$ cat config.mk
export PLATFORM = sky130hd
export DESIGN_NAME = minibyte_cpu_p
export DESIGN_NICKNAME = d
export VERILOG_FILES = /design/src/rtl/minibyte_pkg.sv /design/src/rtl/minibyte_alu_p.sv /design/src/rtl/minibyte_cpu_p.sv
export SDC_FILE = /design/constraint.sdc
export NUM_CORES = 1
export LEC_CHECK = 0
export ABC_AREA = 1
export BUFFER_PORTS_ARGS = -buffer_cell sky130_fd_sc_hd__buf_2
export CORE_MARGIN = 4
export CORE_UTILIZATION = 45
export CTS_BUF_LIST = sky130_fd_sc_hd__clkbuf_4
export CTS_CLUSTER_SIZE = 14
export DETAILED_ROUTE_END_ITERATION = 10
export HOLD_SLACK_MARGIN = 0.12
export PLACE_DENSITY = 0.75
export SYNTH_ARGS = -nofsm -noshare
export SYNTH_HDL_FRONTEND = slang
export SYNTH_SLANG_ARGS = --single-unit
$ cat constraint.sdc
create_clock -name clk_in -period 2.5 [get_ports clk_in]
set_input_delay 0.125 -clock clk_in [delete_from_list [all_inputs] [get_ports clk_in]]
set_output_delay 0.125 -clock clk_in [all_outputs]
set_load 0.02 [all_outputs]
$ cat src/rtl/minibyte_pkg.sv
// Shared constants for the parametrised MiniByte accumulator core:
// opcodes, FSM state encoding, debug-mux selects and opcode class helpers.
package minibyte_pkg;

  localparam logic [3:0] OP_NOP  = 4'h0;
  localparam logic [3:0] OP_LDI  = 4'h1;
  localparam logic [3:0] OP_LDA  = 4'h2;
  localparam logic [3:0] OP_STA  = 4'h3;
  localparam logic [3:0] OP_ADDI = 4'h4;
  localparam logic [3:0] OP_ADD  = 4'h5;
  localparam logic [3:0] OP_SUBI = 4'h6;
  localparam logic [3:0] OP_SUB  = 4'h7;
  localparam logic [3:0] OP_ANDI = 4'h8;
  localparam logic [3:0] OP_AND  = 4'h9;
  localparam logic [3:0] OP_ORI  = 4'hA;
  localparam logic [3:0] OP_XORI = 4'hB;
  localparam logic [3:0] OP_JMP  = 4'hC;
  localparam logic [3:0] OP_BZ   = 4'hD;
  localparam logic [3:0] OP_BN   = 4'hE;
  localparam logic [3:0] OP_HLT  = 4'hF;

  typedef enum logic [2:0] {
    ST_FETCH  = 3'd0,
    ST_DECODE = 3'd1,
    ST_OPER   = 3'd2,
    ST_EXEC   = 3'd3,
    ST_HALTED = 3'd4
  } state_t;

  localparam logic [2:0] TM_BUS   = 3'd0;
  localparam logic [2:0] TM_ACC   = 3'd1;
  localparam logic [2:0] TM_ASIGN = 3'd2;
  localparam logic [2:0] TM_MREG  = 3'd3;
  localparam logic [2:0] TM_PC    = 3'd4;
  localparam logic [2:0] TM_IR    = 3'd5;
  localparam logic [2:0] TM_CCR   = 3'd6;
  localparam logic [2:0] TM_STATE = 3'd7;

  // CCR is packed as {Z, N}
  localparam int CCR_Z = 1;
  localparam int CCR_N = 0;

  function automatic logic is_imm_op(input logic [3:0] op);
    return (op == OP_LDI) || (op == OP_ADDI) || (op == OP_SUBI) ||
           (op == OP_ANDI) || (op == OP_ORI) || (op == OP_XORI);
  endfunction

  function automatic logic is_mem_op(input logic [3:0] op);
    return (op == OP_LDA) || (op == OP_STA) || (op == OP_ADD) ||
           (op == OP_SUB) || (op == OP_AND);
  endfunction

endpackage

$ cat src/rtl/minibyte_alu_p.sv
// Combinational ALU: maps an opcode and two operands to the new accumulator
// value and the Z/N flags that value would produce.
module minibyte_alu_p
  import minibyte_pkg::*;
#(
  parameter int DATA_W = 8
) (
  input  logic [3:0]        op_i,
  input  logic [DATA_W-1:0] a_i,
  input  logic [DATA_W-1:0] b_i,
  output logic [DATA_W-1:0] res_o,
  output logic              z_o,
  output logic              n_o
);

  always_comb begin
    res_o = a_i;
    case (op_i)
      OP_LDI, OP_LDA:  res_o = b_i;
      OP_ADDI, OP_ADD: res_o = a_i + b_i;
      OP_SUBI, OP_SUB: res_o = a_i - b_i;
      OP_ANDI, OP_AND: res_o = a_i & b_i;
      OP_ORI:          res_o = a_i | b_i;
      OP_XORI:         res_o = a_i ^ b_i;
      default:         res_o = a_i;
    endcase
  end

  assign z_o = (res_o == '0);
  assign n_o = res_o[DATA_W-1];

endmodule

$ cat src/rtl/minibyte_cpu_p.sv
// MiniByte accumulator core with parametrised data/address width and a
// request/ready memory handshake that tolerates any number of wait states.
//
// state   | meaning
// FETCH   | read opcode at PC (held off by halt_in until a request starts)
// DECODE  | classify opcode: NOP/HLT finish here, others need an operand
// OPER    | read operand at PC; immediates and jumps/branches finish here
// EXEC    | access memory at M for load/store/ALU-with-memory opcodes
// HALTED  | terminal, left only by reset
module minibyte_cpu_p
  import minibyte_pkg::*;
#(
  parameter int DATA_W = 8,
  parameter int ADDR_W = 8
) (
  input  logic              clk_in,
  input  logic              rst_in,
  input  logic              ena_in,
  input  logic              halt_in,
  input  logic [DATA_W-1:0] data_in,
  input  logic              rdy_in,
  input  logic [2:0]        tm_control,
  output logic [ADDR_W-1:0] addr_out,
  output logic [DATA_W-1:0] data_out,
  output logic              req_out,
  output logic              we_out,
  output logic              drive_out,
  output logic [2:0]        state_out
);

  state_t              state_q, state_d;
  logic [DATA_W-1:0]   a_q, a_d;
  logic [ADDR_W-1:0]   m_q, m_d;
  logic [ADDR_W-1:0]   pc_q, pc_d;
  logic [DATA_W-1:0]   ir_q, ir_d;
  logic [1:0]          ccr_q, ccr_d;
  logic                busy_q, busy_d;

  logic [3:0]          opcode;
  logic [ADDR_W-1:0]   operand_addr;
  logic [ADDR_W-1:0]   pc_inc;
  logic [ADDR_W-1:0]   bus_addr;
  logic                req;
  logic                we;
  logic [DATA_W-1:0]   alu_res;
  logic                alu_z;
  logic                alu_n;

  assign opcode       = ir_q[3:0];
  assign operand_addr = data_in[ADDR_W-1:0];
  assign pc_inc       = pc_q + ADDR_W'(1);

  minibyte_alu_p #(
    .DATA_W (DATA_W)
  ) u_alu (
    .op_i  (opcode),
    .a_i   (a_q),
    .b_i   (data_in),
    .res_o (alu_res),
    .z_o   (alu_z),
    .n_o   (alu_n)
  );

  always_ff @(posedge clk_in) begin
    if (rst_in) begin
      state_q <= ST_FETCH;
      a_q     <= '0;
      m_q     <= '0;
      pc_q    <= '0;
      ir_q    <= '0;
      ccr_q   <= '0;
      busy_q  <= 1'b0;
    end else if (ena_in) begin
      state_q <= state_d;
      a_q     <= a_d;
      m_q     <= m_d;
      pc_q    <= pc_d;
      ir_q    <= ir_d;
      ccr_q   <= ccr_d;
      busy_q  <= busy_d;
    end
  end

  always_comb begin
    state_d  = state_q;
    a_d      = a_q;
    m_d      = m_q;
    pc_d     = pc_q;
    ir_d     = ir_q;
    ccr_d    = ccr_q;
    busy_d   = busy_q;
    req      = 1'b0;
    we       = 1'b0;
    bus_addr = pc_q;
    case (state_q)
      ST_FETCH: begin
        // busy_q keeps a started fetch alive if halt_in rises mid-access
        req = busy_q | ~halt_in;
        if (req) begin
          if (rdy_in) begin
            ir_d    = data_in;
            pc_d    = pc_inc;
            busy_d  = 1'b0;
            state_d = ST_DECODE;
          end else begin
            busy_d = 1'b1;
          end
        end
      end
      ST_DECODE: begin
        if (opcode == OP_NOP) begin
          state_d = ST_FETCH;
        end else if (opcode == OP_HLT) begin
          state_d = ST_HALTED;
        end else begin
          state_d = ST_OPER;
        end
      end
      ST_OPER: begin
        req = 1'b1;
        if (rdy_in) begin
          pc_d    = pc_inc;
          state_d = ST_FETCH;
          if (is_imm_op(opcode)) begin
            a_d   = alu_res;
            ccr_d = {alu_z, alu_n};
          end else if (is_mem_op(opcode)) begin
            m_d     = operand_addr;
            state_d = ST_EXEC;
          end else if (opcode == OP_JMP) begin
            pc_d = operand_addr;
          end else if ((opcode == OP_BZ) && ccr_q[CCR_Z]) begin
            pc_d = operand_addr;
          end else if ((opcode == OP_BN) && ccr_q[CCR_N]) begin
            pc_d = operand_addr;
          end
        end
      end
      ST_EXEC: begin
        req      = 1'b1;
        bus_addr = m_q;
        we       = (opcode == OP_STA);
        if (rdy_in) begin
          state_d = ST_FETCH;
          if (opcode != OP_STA) begin
            a_d   = alu_res;
            ccr_d = {alu_z, alu_n};
          end
        end
      end
      ST_HALTED: begin
        state_d = ST_HALTED;
      end
      default: begin
        state_d = ST_FETCH;
      end
    endcase
  end

  // Strobes are forced low while reset is held so the bus sees an idle core
  assign req_out   = req & ~rst_in;
  assign we_out    = we & ~rst_in;
  assign drive_out = we_out;
  assign data_out  = a_q;
  assign state_out = state_q;

  always_comb begin
    addr_out = bus_addr;
    case (tm_control)
      TM_BUS:   addr_out = bus_addr;
      TM_ACC:   addr_out = a_q[ADDR_W-1:0];
      TM_ASIGN: addr_out = ADDR_W'(a_q[DATA_W-1]);
      TM_MREG:  addr_out = m_q;
      TM_PC:    addr_out = pc_q;
      TM_IR:    addr_out = ir_q[ADDR_W-1:0];
      TM_CCR:   addr_out = ADDR_W'(ccr_q);
      TM_STATE: addr_out = ADDR_W'(state_q);
      default:  addr_out = bus_addr;
    endcase
  end

endmodule

==> reports/qor_table.md <==
| Item | Value | Unit |
|:---|:---|:---|
| Result of the run | finished clean | - |
| Layout overhead on the synthesized area | 16.0 | % |
| EDFF count, synth | 0 | - |
| Worst r2r dst | ccr_q[1]$_SDFFE_PP0P_ | - |
| Leading cell types by total area after synthesis | dfxtp_1 23%, nand2_1 14%, ha_1 9.7% | - |
| Yosys top cell area share | 0.230 | - |
| Synth Net Count | 564 | - |
| Max Fanout on Critical Path | 6 | - |
| Number of unique standard cell types used by synthesis | 34 | - |
| # DRC | 0 | - |
| Top delay family on crit path | simple AND/OR/NAND/NOR gates | - |
| Final setup violation count | 0 | - |
| Die Outline Area | 0.00858 | mm2 |
| List of cells traversed by the critical path | inv_2 -> nor2_4 -> nand2_4 -> inv_2 -> or2_4 -> xor2_1 -> ha_1 -> nand2_2 -> nor2_1 -> nand2_1 -> nand3_1 -> nand2_1 -> nand3_1 -> nand2_1 -> nand2_2 -> nand2_1 -> nor2_1 -> nand3_2 -> a21oi_2 | - |
| End point of the worst hold path | m_q[1]$_SDFFE_PP0P_ | - |
| Final Non-Filler Cells | 671 | - |
| Number of design-rule violations left by the first detailed-router iteration | 333 | - |
| Count of yosys warnings during synthesis | 0 | - |
| CTS tree | done | - |
| Core area | 0.00687 | mm2 |
| Htree depth | 2 | - |
| PortBufs | 37 | - |
| Overall die height | 92.6 | um |
| Worst-skew pair later-pin latency | 0.38 | ns |
| Final Critical Period | 2.38 | ns |
| Main synth FF type | dfxtp_1 | - |
| Startpoint of the most critical register-to-register path | ir_q[2]$_SDFFE_PP0P_ | - |
| Final net count | 616 | - |
| Delay of the slowest critical-path stage | 0.37 | ns |
| Post-synthesis cell area | 0.00322 | mm2 |
| Fillers | 706 | - |
| Leakage | 1.84 | nW |
| Post-Synthesis Mean Instance Area | 6.17 | um2 |
| Buffers from clock root to sink, at most | 2 | - |
| Most frequent cell on the critical path | nand2_1 | - |
| Maximum clock rate | 0.421 | GHz |
| Routability congestion estimate | 0.906 | - |
| Async set-reset flop share out of synthesis | 0 | - |
| Clock skew after layout | 0.0123 | ns |
| HPWL after detailed placement | 7490 | um |
| Setup slack of the worst register-to-register path | 0.12 | ns |
| Number of sinks handled by clock tree synthesis | 37 | - |
| Pin count of the biggest net entering global routing | 31 | - |
| Pins over their slew limit | 0 | - |
| Overflow after GRT | 0 | - |
| Most common cell in the netlist | nand2_1 | - |
| Number of global-route vias before repair | 3377 | - |
| DIE WIDTH | 92.6 | um |
| Worst r2r path cells | 19 | - |
| Worst slew pin tran | 0.813 | ns |
| Top cell types by occurrence after synthesis | 122 x nand2_1, 79 x inv_1, 52 x o21ai_0, 46 x a21oi_1, 40 x nor2_1 | - |
| Startpoint class of the critical path | flop | - |
| Number of inserted diodes | 0 | - |
| Cell type of the slowest stage on the worst timing path | ha_1 | - |
| Total power of the final layout | 1.38 | mW |
| Startpoint of the worst hold path | data_in[1] | - |
| Post-route ant nets | 0 | - |
| Vias per Instance | 5.40 | - |
| Aggregate global-route resource usage | 0.232 | - |
| Number of buffer and inverter instances along the worst setup path | 2 | - |
| Kind of end point of the critical path | flop | - |
| Sequential area share after synthesis | 0.230 | - |
| Row count | 30 | - |
| CTS Root Buffer Type | clkbuf_4 | - |
| Avg WL per Cell | 14.6 | um |
| Worst hold path depth | 3 | - |
| Total detailed-routing wirelength | 9820 | um |
| Final hold violations | 0 | - |
| Initial core utilization | 0.469 | - |
| Startpoint-to-endpoint class of the critical path | reg -> reg | - |
| FF+latch count, synth | 37 | - |
| # IOs | 38 | - |
| TritonCTS Buffers | 5 | - |
| Worst endpoint data arrival time | 2.70 | ns |
| Class of the most critical hold timing path | in -> reg | - |
| Wire length of the first global-routing pass | 16200 | um |
| Worst ir drop on vdd | 0.000179 | V |
| Max-slew headroom | 0.454 | - |
| Crit share post-route | 0.951 | - |
| Fraction of layout instances using a drive strength above 1 | 0.155 | - |
| First-pass iteration count of the detailed router | 5 | - |
| Maximum capacitance violations | 0 | - |
| Cell count after placement | 657 | - |
| Antenna violations before repair | 0 | - |
| Power per cell area | 369 | mW/mm2 |
| Reg clk slew, reported paths | 0.13 | ns |
| Req. time, crit path | 2.82 | ns |
| Leading area contributor after synthesis | dfxtp_1 | - |
| Mapped Cells | 522 | - |
| Total number of vias | 3621 | - |
[state kept, by name, indices dropped and copies added, names as in the netlist]
register	cells
ir_q	8
pc_q	8
busy_q	1
state_out	3
ccr_q	2
m_q	8
data_out	7
[worst max path at each step]
stage	from	endpoint	slack, ns	cells past startpoint
2_1_floorplan	ir_q[2]$_SDFFE_PP0P_	ccr_q[1]$_SDFFE_PP0P_	0.13	16
3_3_place_gp	data_in[1]	ccr_q[1]$_SDFFE_PP0P_	0.02	19
3_5_place_dp	data_in[0]	ccr_q[1]$_SDFFE_PP0P_	-0.03	17
4_1_cts	ir_q[2]$_SDFFE_PP0P_	ccr_q[1]$_SDFFE_PP0P_	0.009	18
5_1_grt	ir_q[2]$_SDFFE_PP0P_	ccr_q[1]$_SDFFE_PP0P_	-0.03	19
6_report	ir_q[2]$_SDFFE_PP0P_	ccr_q[1]$_SDFFE_PP0P_	0.12	19
[report_power, final]
group	total (mW)	switching, mW	internal [mW]
clock network	0.358	0.247	0.111
logic	0.390	0.257	0.133
registers	0.630	0.0203	0.609
total	1.38	0.524	0.853
[metal layers]
metal  up-vias  track usage  wire length [um]  share of wire
li1       1837            -                 -              -
met1      1622        0.318              4540           0.46
met2       140        0.370              4410           0.45
met3        22       0.0317               584          0.059
met4         0       0.0855               282          0.029
met5         -            0                 0              0
[cells in the final DEF (no fill, tap or decap), drive strengths merged]
| master | synthesis | final |
|---|---|---|
| nor2 | 42 | 42 |
| ha | 25 | 25 |
| nand3b | 5 | 5 |
| o22ai | 13 | 13 |
| xnor2 | 1 | 1 |
| a221oi | 6 | 6 |
| nor3 | 9 | 9 |
| o211ai | 7 | 7 |
| inv | 81 | 82 |
| or2 | 2 | 2 |
| nand4 | 5 | 5 |
| fa | 1 | 1 |
| a21oi | 47 | 47 |
| clkbuf | 7 | 5 |
| nand2 | 126 | 126 |
| xor2 | 8 | 8 |
| dlygate4sd3 | 0 | 5 |
| clkinv | 0 | 1 |
| o2111ai | 2 | 2 |
| buf | 6 | 53 |
| dfxtp | 37 | 37 |
| nand3 | 35 | 35 |
| o21a | 1 | 1 |
| clkinvlp | 0 | 1 |
| o21ai | 54 | 54 |
| a211oi | 2 | 2 |
[cell families after synthesis]
kind of cell             after synthesis  share of synthesized area
buffers and inverters                 94                      0.114
XOR/XNOR                               9                     0.0245
adder cells (fa/ha/maj)               26                      0.103
flip-flops                            37                      0.230
AND/OR/NAND/NOR                      224                      0.297
AO/OA/AOI/OAI                        132                      0.231
[layout make-up]
class | count | area (um2) | area share
tap | 96 | 120 | 0.0321
multi-input combinational | 391 | 2160 | 0.577
clock buffer | 5 | 37.5 | 0.0100
sequential | 37 | 743 | 0.199
clock inverter | 3 | 21.3 | 0.00569
inverter | 81 | 304 | 0.0813
timing repair buffer | 58 | 355 | 0.0950
[through the flow]
step / hold slack (ns) / TNS (ns) / setup WS (ns) / util / area, um2
2_1_floorplan: 0.279 / 0 / 0.133 / - / 3220
3_3_place_gp: 0.439 / 0 / 0.0227 / 0.521 / 3580
3_5_place_dp: 0.447 / -0.0344 / -0.0344 / 0.521 / 3580
4_1_cts: 0.120 / 0 / 0.00887 / 0.538 / 3690
5_1_grt: 0.128 / -0.0263 / -0.0263 / 0.544 / 3740
6_report: 0.118 / 0 / 0.122 / 0.544 / 3740
[worst min-delay path, delay by kind of cell]
kind | cells | cell delay (ns)
AOI/OAI and AO/OA | 2 | 0.20
buffers and inverters | 1 | 0.13
[timing repair]
item	4_1_cts	5_1_grt
gates resized for setup	3	16
setup buffers	0	1
endpoints found under the setup margin	1	3
hold buffers	5	0
pin swaps	1	8
hold endpoints to repair	11	0
No activity file was read; power rests on OpenSTA's default activity.
